$ cat src/rtl/ramreq_pkg.sv
// rtl/ramreq_pkg.sv - shared constants and types for the ramreq requester
package ramreq_pkg;

  // Response buffer depth; together with the pend flag this bounds outstanding reads.
  localparam int FIFO_DEPTH = 2;

  // Occupancy of the response FIFO (0..FIFO_DEPTH).
  typedef logic [1:0] cnt_t;

endpackage

$ cat src/rtl/ramreq_fifo.sv
// rtl/ramreq_fifo.sv - 2-entry in-order response FIFO
//
// Ports:
//   clk, nreset : clock, synchronous active-low reset (empties the FIFO)
//   push, din   : write din at the tail
//   pop         : drop the head entry
//   dout        : current head entry (valid when count != 0)
//   count       : number of stored entries
module ramreq_fifo
  import ramreq_pkg::*;
#(
  parameter int DW = 32
) (
  input  logic          clk,
  input  logic          nreset,
  input  logic          push,
  input  logic          pop,
  input  logic [DW-1:0] din,
  output logic [DW-1:0] dout,
  output cnt_t          count
);

  logic [DW-1:0] mem [FIFO_DEPTH];
  logic          wptr;
  logic          rptr;

  // Pointers and count carry the reset; the storage itself does not need one.
  always_ff @(posedge clk) begin
    if (!nreset) begin
      wptr  <= 1'b0;
      rptr  <= 1'b0;
      count <= '0;
    end else begin
      if (push) wptr <= ~wptr;
      if (pop)  rptr <= ~rptr;
      count <= count + cnt_t'(push) - cnt_t'(pop);
    end
  end

  always_ff @(posedge clk) begin
    if (nreset && push) mem[wptr] <= din;
  end

  assign dout = mem[rptr];

endmodule

$ cat src/rtl/ramreq.sv
// rtl/ramreq.sv - valid/ready requester front-end for a byte-masked sync RAM
//
// Ports:
//   clk, nreset                          : clock, synchronous active-low reset
//   req_valid/req_ready                  : request handshake
//   req_write, req_wmask, req_addr, req_data : request payload
//   rsp_valid/rsp_ready, rsp_data        : in-order read response channel
//   mem_ce, mem_we, mem_addr, mem_din    : RAM drive (combinational from accepted request)
//   mem_dout                             : RAM read data, one cycle after the access
module ramreq
  import ramreq_pkg::*;
#(
  parameter int DW = 32,
  parameter int AW = 10
) (
  input  logic            clk,
  input  logic            nreset,
  input  logic            req_valid,
  output logic            req_ready,
  input  logic            req_write,
  input  logic [DW/8-1:0] req_wmask,
  input  logic [AW-1:0]   req_addr,
  input  logic [DW-1:0]   req_data,
  output logic            rsp_valid,
  input  logic            rsp_ready,
  output logic [DW-1:0]   rsp_data,
  output logic            mem_ce,
  output logic [DW/8-1:0] mem_we,
  output logic [AW-1:0]   mem_addr,
  output logic [DW-1:0]   mem_din,
  input  logic [DW-1:0]   mem_dout
);

  localparam int BW = DW / 8;

  logic          pend;        // a read was accepted last cycle; mem_dout holds its data now
  cnt_t          fifo_count;
  logic [DW-1:0] fifo_dout;
  logic          fifo_empty;
  logic          fifo_push;
  logic          fifo_pop;
  logic [2:0]    occ;
  logic          popped;
  logic          acc;

  assign fifo_empty = (fifo_count == '0);
  assign occ        = {1'b0, fifo_count} + {2'b00, pend};

  // Bypass: with an empty FIFO the freshly returned RAM word is presented directly.
  assign rsp_valid = nreset & (pend | ~fifo_empty);
  assign rsp_data  = fifo_empty ? mem_dout : fifo_dout;
  assign popped    = rsp_valid & rsp_ready;

  // Credit: a read may fill the last slot only if a response leaves this cycle.
  assign req_ready = nreset & (req_write | (occ < 3'd2) | ((occ == 3'd2) & popped));
  assign acc       = req_valid & req_ready;

  assign mem_ce   = acc;
  assign mem_addr = req_addr;
  assign mem_din  = req_data;
  assign mem_we   = (acc & req_write) ? req_wmask : {BW{1'b0}};

  // mem_dout is only valid for this one cycle, so it must be consumed or stored now.
  assign fifo_push = nreset & pend & ~(fifo_empty & rsp_ready);
  assign fifo_pop  = nreset & ~fifo_empty & rsp_ready;

  always_ff @(posedge clk) begin
    if (!nreset) pend <= 1'b0;
    else         pend <= acc & ~req_write;
  end

  ramreq_fifo #(.DW(DW)) u_fifo (
    .clk    (clk),
    .nreset (nreset),
    .push   (fifo_push),
    .pop    (fifo_pop),
    .din    (mem_dout),
    .dout   (fifo_dout),
    .count  (fifo_count)
  );

endmodule
$ cat config.mk
export PLATFORM = sky130hd
export DESIGN_NAME = ramreq
export DESIGN_NICKNAME = d
export VERILOG_FILES = /design/src/rtl/ramreq_pkg.sv /design/src/rtl/ramreq_fifo.sv /design/src/rtl/ramreq.sv
export SDC_FILE = /design/constraint.sdc
export NUM_CORES = 1
export LEC_CHECK = 0
export BUFFER_PORTS_ARGS = -buffer_cell sky130_fd_sc_hd__buf_2
export CORE_ASPECT_RATIO = 0.8
export CORE_MARGIN = 3
export CORE_UTILIZATION = 35
export CTS_BUF_LIST = sky130_fd_sc_hd__clkbuf_2
export DETAILED_ROUTE_END_ITERATION = 16
export PLACE_DENSITY = 0.68
export SLEW_MARGIN = 5
export SYNTH_ARGS = -nofsm -noshare
export SYNTH_HDL_FRONTEND = slang
export SYNTH_HIERARCHICAL = 1
export SYNTH_SLANG_ARGS = --single-unit
$ cat constraint.sdc
create_clock -name clk -period 3.7 [get_ports clk]
set_clock_uncertainty 0.15 [all_clocks]
set_input_delay 0.37 -clock clk [delete_from_list [all_inputs] [get_ports clk]]
set_output_delay 0.37 -clock clk [all_outputs]
set_load 0.005 [all_outputs]
==> metrics, run 1 <==
GPL Wtd Cong 0.669; Clk Latency, worst-skew pair around 0.46 ns; Final Hold Vio Count 0; initial antenna violation count 0; worst vdd ir 0.0970 mV; commonest non-fill, non-tap cell in the layout buf_2; r2r setup slk roughly 1.4 ns; drt first pass iters 4; Via Count around 1900; max cap viols 0; post-synth top area cell edfxtp_1; Mapped Cells 222; share of the synthesized area in the top cell type 53.8%; Die Span Y ~96 um; largest net degree at the start of global routing 34; DR WL/cell 14.9 um; Synth Register Bits 70; CTS HTree Levels 3; Final Setup Violations 0; Remaining Overflow, GRT 0; Clock Path Buffers 2; placed cells 390; Yosys cell types 24; ANT cells 0; core area a little under 0.01 mm^2; Hold Path Sink u_fifo/count[1]; Max Fclk around 350 MHz; Clk pwr share roughly a quarter; vias in the first global route ~2000; Layout Cells excl Fill 440; final net count roughly 390; setup bufs post-CTS 0; Syn Nets 310; setup TNS 0 ns; Avg Inst Size Synth around 16 um^2; RSZ-0062 raised after global routing false; Worst-Margin Slew 0.985 ns; share of cells above drive strength 1 between 50% and 60%; I/O Pins around 160; first-pass GRT wire length roughly 10000 um; cells on worst reg2reg path 4; Initial Util between 30% and 40%; RR Startpoint u_fifo/count[1]; R2R Path End u_fifo/mem[0][20]; Arr. time, crit path approximately 2.4 ns; Seq/Total Area, Yosys a little under three fifths; overall power about 0.0014 W; DRC 0; DP HPWL 4270 um; NetSw between 0.0003 and 0.0004 W; initial DRC count 102; Required @ worst endpoint about 3.2 ns; clock root cell clkbuf_2; Slew HR about a third; Crit Path Class flip-flop to output pin; Comb pwr share a little over an eighth; crit-path max FO 18; Layout Area Growth over Synthesis 16.8%; FP Rows 32; post_cts resized 0; Die ar. between 0.01 and 0.015 mm^2; Port Buffers 79; switch share 22.5%; Startpoint Class flip-flop; most frequent cells in the layout buf_2, edfxtp_1, dlygate4sd3_1, mux2_2, mux2_4; Post-synth ARST share 0%; Detail Route Antenna Nets 0; PD cells around 330 mW/mm^2; GRT Util Overall a little under an eighth; critical path endpoint category output pin; minimum clock period after layout between 2 and 3 ns; hold slack ~0.086 ns; synth top area cells edfxtp_1, mux2_4, mux2_2; Post-synth EDFFs between 60 and 70; clock transition at the registers of the reported paths about 0.16 ns; synthesized cell area 0.00357 mm^2; HP Class input pin to flip-flop; # clock sinks 70; Core Util, Final 42.5%; die width around 120 um; Internal Power about 0.0011 W; final worst-path cycle share 78.0%; sequential power share between 60% and 70%; WHS Path Cells 2; pins over their slew limit 0; vias per cell 4.37; detailed-route wire length roughly 6500 um; Leakage Power 1.67 nW; Yosys Warn Count 6; Hold Path Origin nreset; total CTS buffers 9; TritonCTS clock tree yes; status finished, final reports clean; Main synth FF type edfxtp_1
-- critical path: stages, from the launching register on --
cell	delay [ns]
dfxtp_2	0.74
buf_4	0.40
mux2_2	0.37
mux2_2	0.26
buf_2	0.13
-- repair_timing --
action | in CTS | in global routing
endpoints found under the hold margin | 65 | 0
setup endpoints to repair | 0 | 0
hold buffers | 34 | 0
-- layout make-up --
cell class | count | area [um^2]
clock buffers | 13 | 65.1
flip-flops and latches | 70 | 2040
fillers | 899 | 5640
repair buffers | 115 | 751
well taps | 136 | 170
clock inverters | 3 | 12.5
multi-input cells | 99 | 1120
inverters | 4 | 15.0
-- sequential cells by signal, summed over array words and instances (netlist names), named ones only --
signal	cells
u_fifo/mem	64
u_fifo/count	2
pend	1
u_fifo/rptr	1
u_fifo/wptr	1
-- cells in the mapped netlist (2+ instances only) --
| cell | n |
|---|---|
| mux2_1 | 2 |
| and3_1 | 2 |
| xor2_1 | 2 |
| edfxtp_1 | 64 |
| buf_4 | 45 |
| nor2b_1 | 2 |
| buf_12 | 3 |
| and2_1 | 8 |
| mux2_4 | 30 |
| inv_1 | 4 |
| ha_1 | 5 |
| a21oi_1 | 2 |
| nor2_1 | 3 |
| mux2_2 | 32 |
| dfxtp_1 | 6 |
| nand2_1 | 4 |
-- power by group through the flow --
stage          Combinational [W]  Clock (W)  Sequential (W)
2_1_floorplan           0.000130          0        0.000888
3_3_place_gp            0.000160          0        0.000891
3_5_place_dp            0.000163          0        0.000891
4_1_cts                 0.000192   0.000347        0.000874
5_1_grt                 0.000209   0.000382        0.000874
6_report                0.000189   0.000327        0.000874
-- how the worst max path moves through the flow --
stage | cells after the start | slack, ns | end | startpoint
2_1_floorplan | 5 | 0.74 | u_fifo/mem[0][0] | u_fifo/count[1]
6_report | 4 | 0.81 | rsp_data[31] | flip-flop
4_1_cts | 4 | 0.73 | rsp_data[31] | flip-flop
3_5_place_dp | 5 | 1.26 | u_fifo/mem[0][1] | nreset
3_3_place_gp | 5 | 1.29 | u_fifo/mem[0][1] | nreset
5_1_grt | 4 | 0.62 | rsp_data[31] | flip-flop
-- kinds of logic (layout without fill, tap and decap cells) --
logic type               after synthesis  count (layout)  synth area share [%]
AO/OA/AOI/OAI                          3               3                 0.630
XOR/XNOR                               3               3                  1.12
adder cells (fa/ha/maj)                5               5                  1.75
buffers and inverters                 53             135                  11.9
flip-flops                            70              70                  57.1
multiplexers                          64              64                  23.3
AND/OR/NAND/NOR                       24              24                  4.17
-- through the flow --
step	instance area (um^2)	setup WS, ns
2_1_floorplan	3570	0.737
3_3_place_gp	3750	1.29
3_5_place_dp	3750	1.26
4_1_cts	4170	0.725
5_1_grt	4170	0.620
6_report	4170	0.815
-- layer usage --
layer	track usage (%)	part of all wire, %	vias to the layer above
li1	-	-	921
met1	14.0	44	907
met4	4.05	1.6	0
met3	5.53	8.2	22
met2	17.8	46	72
met5	0	0	-
Power figures use the tool's default switching activity.
==> inputs of run 2 (changes only) <==
==> constraint.sdc (replaced) <==
create_clock -name clk -period 2.7 [get_ports clk]
set_clock_uncertainty 0.15 [all_clocks]
set_input_delay 0.27 -clock clk [delete_from_list [all_inputs] [get_ports clk]]
set_output_delay 0.27 -clock clk [all_outputs]
set_load 0.005 [all_outputs]
==> metrics, run 2 (synthesis gave the netlist of run 1 again) <==
ANT cells 0; final net count a little under 400; hold slack approximately 0.14 ns; Die ar. 0.0115 mm^2; Detail Route Antenna Nets 0; core area approximately 0.01 mm^2; RSZ-0062 raised after global routing false; clock root cell clkbuf_2; most frequent cells in the layout buf_2, edfxtp_1, dlygate4sd3_1, mux2_2, mux2_4; status finished, final reports clean; Critical Path Slowest Stage Cell dfxtp_2; clock transition at the registers of the reported paths 0.19 ns; detailed-route wire length between 6000 and 7000 um; CTS HTree Levels 3; GPL Wtd Cong about 0.67; largest net degree at the start of global routing 34; critical path endpoint category output pin; DP HPWL 4160 um; I/O Pins between 150 and 200; Final Hold Vio Count 0; worst vdd ir approximately 0.19 mV; Leakage Power between 1.5 and 2 nW; vias per cell approximately 4.3; Slew HR 67.8%; WHS Path Cells 4; most used cell, CP ha_1; DRC 0; initial DRC count 40; Final Setup Violations 0; register with the most flip-flops u_fifo/mem; Die Span Y 96.4 um; RR Startpoint u_fifo/count[0]; overall power 0.00214 W; Port Buffers a little under 80; DR WL/cell 13.7 um; first-pass GRT wire length 9670 um; Worst-Margin Slew 0.483 ns; pins over their slew limit 0; top flop regs u_fifo/mem (64), u_fifo/count (2); critical-path cell list ha_1, inv_1, ha_1, and4bb_2, a211oi_2, nor2b_1, buf_2; Crit Path Class flip-flop to output pin; Clk Latency, worst-skew pair 0.47 ns; vias in the first global route approximately 1900; commonest non-fill, non-tap cell in the layout buf_2; die width between 100 and 150 um; cells on worst reg2reg path 7; PD cells about 500 mW/mm^2; Layout Area Growth over Synthesis 20.3%; final worst-path cycle share between 90% and 100%; total CTS buffers 9; Required @ worst endpoint between 2 and 2.5 ns; # clock sinks 70; GRT Util Overall 10.9%; FP Rows 32; initial antenna violation count 0; Arr. time, crit path 2.06 ns; minimum clock period after layout 2.48 ns; setup TNS 0 ns; Hold Path Origin rsp_ready; placed cells between 300 and 400; Initial Util 36.4%; Startpoint Class flip-flop; Clock Path Buffers 2; TritonCTS clock tree yes; Max Fclk slightly above 400 MHz; max reg flops 64; share of cells above drive strength 1 between 50% and 60%; Layout Cells excl Fill around 440; HP Class input pin to flip-flop; Remaining Overflow, GRT 0; crit-path max FO 4; CP max stage delay ~0.41 ns; setup bufs post-CTS 0; max cap viols 0; R2R Path End pend; drt first pass iters 3; r2r setup slk between 0.5 and 0.6 ns; Hold Path Sink u_fifo/wptr; Via Count between 1500 and 2000
==> run 2: layer usage <==
layer | GRT usage, % | vias up | routed length, um
met2 | 17.0 | 65 | 2700
met5 | 0 | - | 0
met4 | 5.01 | 0 | 165
met1 | 13.3 | 878 | 2750
li1 | - | 926 | -
met3 | 4.42 | 27 | 450
==> run 2: timing repair <==
item	in CTS	in global routing
endpoints found under the setup margin	0	2
gates resized for setup	0	1
hold endpoints to repair	70	0
hold buffers	35	0
==> run 2: how the worst max path moves through the flow <==
stage                   endpoint  cells past startpoint  slack [ns]       startpoint
2_1_floorplan   u_fifo/mem[0][0]                      5        0.25  u_fifo/count[1]
3_3_place_gp   u_fifo/mem[0][17]                      6        0.66           nreset
3_5_place_dp     u_fifo/count[1]                      8        0.60  u_fifo/count[1]
4_1_cts                req_ready                      7        0.08  u_fifo/count[0]
5_1_grt                req_ready                      7        0.03             pend
6_report               req_ready                      7        0.22  u_fifo/count[0]
==> run 2: power breakdown <==
group | internal, W | switching (W) | total [W]
clock network | 0.000317 | 0.000364 | 0.000681
logic | 0.000160 | 0.000102 | 0.000262
registers | 0.00119 | 0.00000453 | 0.00119
total | 0.00167 | 0.000470 | 0.00214
==> run 2: through the flow <==
stage	worst slack, ns	instance area, um^2	utilization [%]
2_1_floorplan	0.249	3580	-
3_3_place_gp	0.657	3800	38.8
3_5_place_dp	0.595	3800	38.8
4_1_cts	0.0815	4300	43.8
5_1_grt	0.0321	4300	43.8
6_report	0.221	4300	43.8
==> run 2: final cells by class <==
type / count / area (um^2)
fill: 912 / 5510
inverter: 4 / 15.0
clock inverter: 6 / 93.8
tap: 136 / 170
timing repair buffer: 119 / 808
sequential: 70 / 2040
multi-input combinational: 99 / 1120
clock buffer: 10 / 50.0
==> run 2: critical path, delay by kind of cell (launching register included) <==
| kind | cells | cell delay (ns) |
|---|---|---|
| AOI/OAI and AO/OA | 1 | 0.24 |
| DFF | 1 | 0.41 |
| adders and majority gates | 2 | 0.44 |
| buffers and inverters | 2 | 0.18 |
| and+or+nand+nor | 2 | 0.32 |
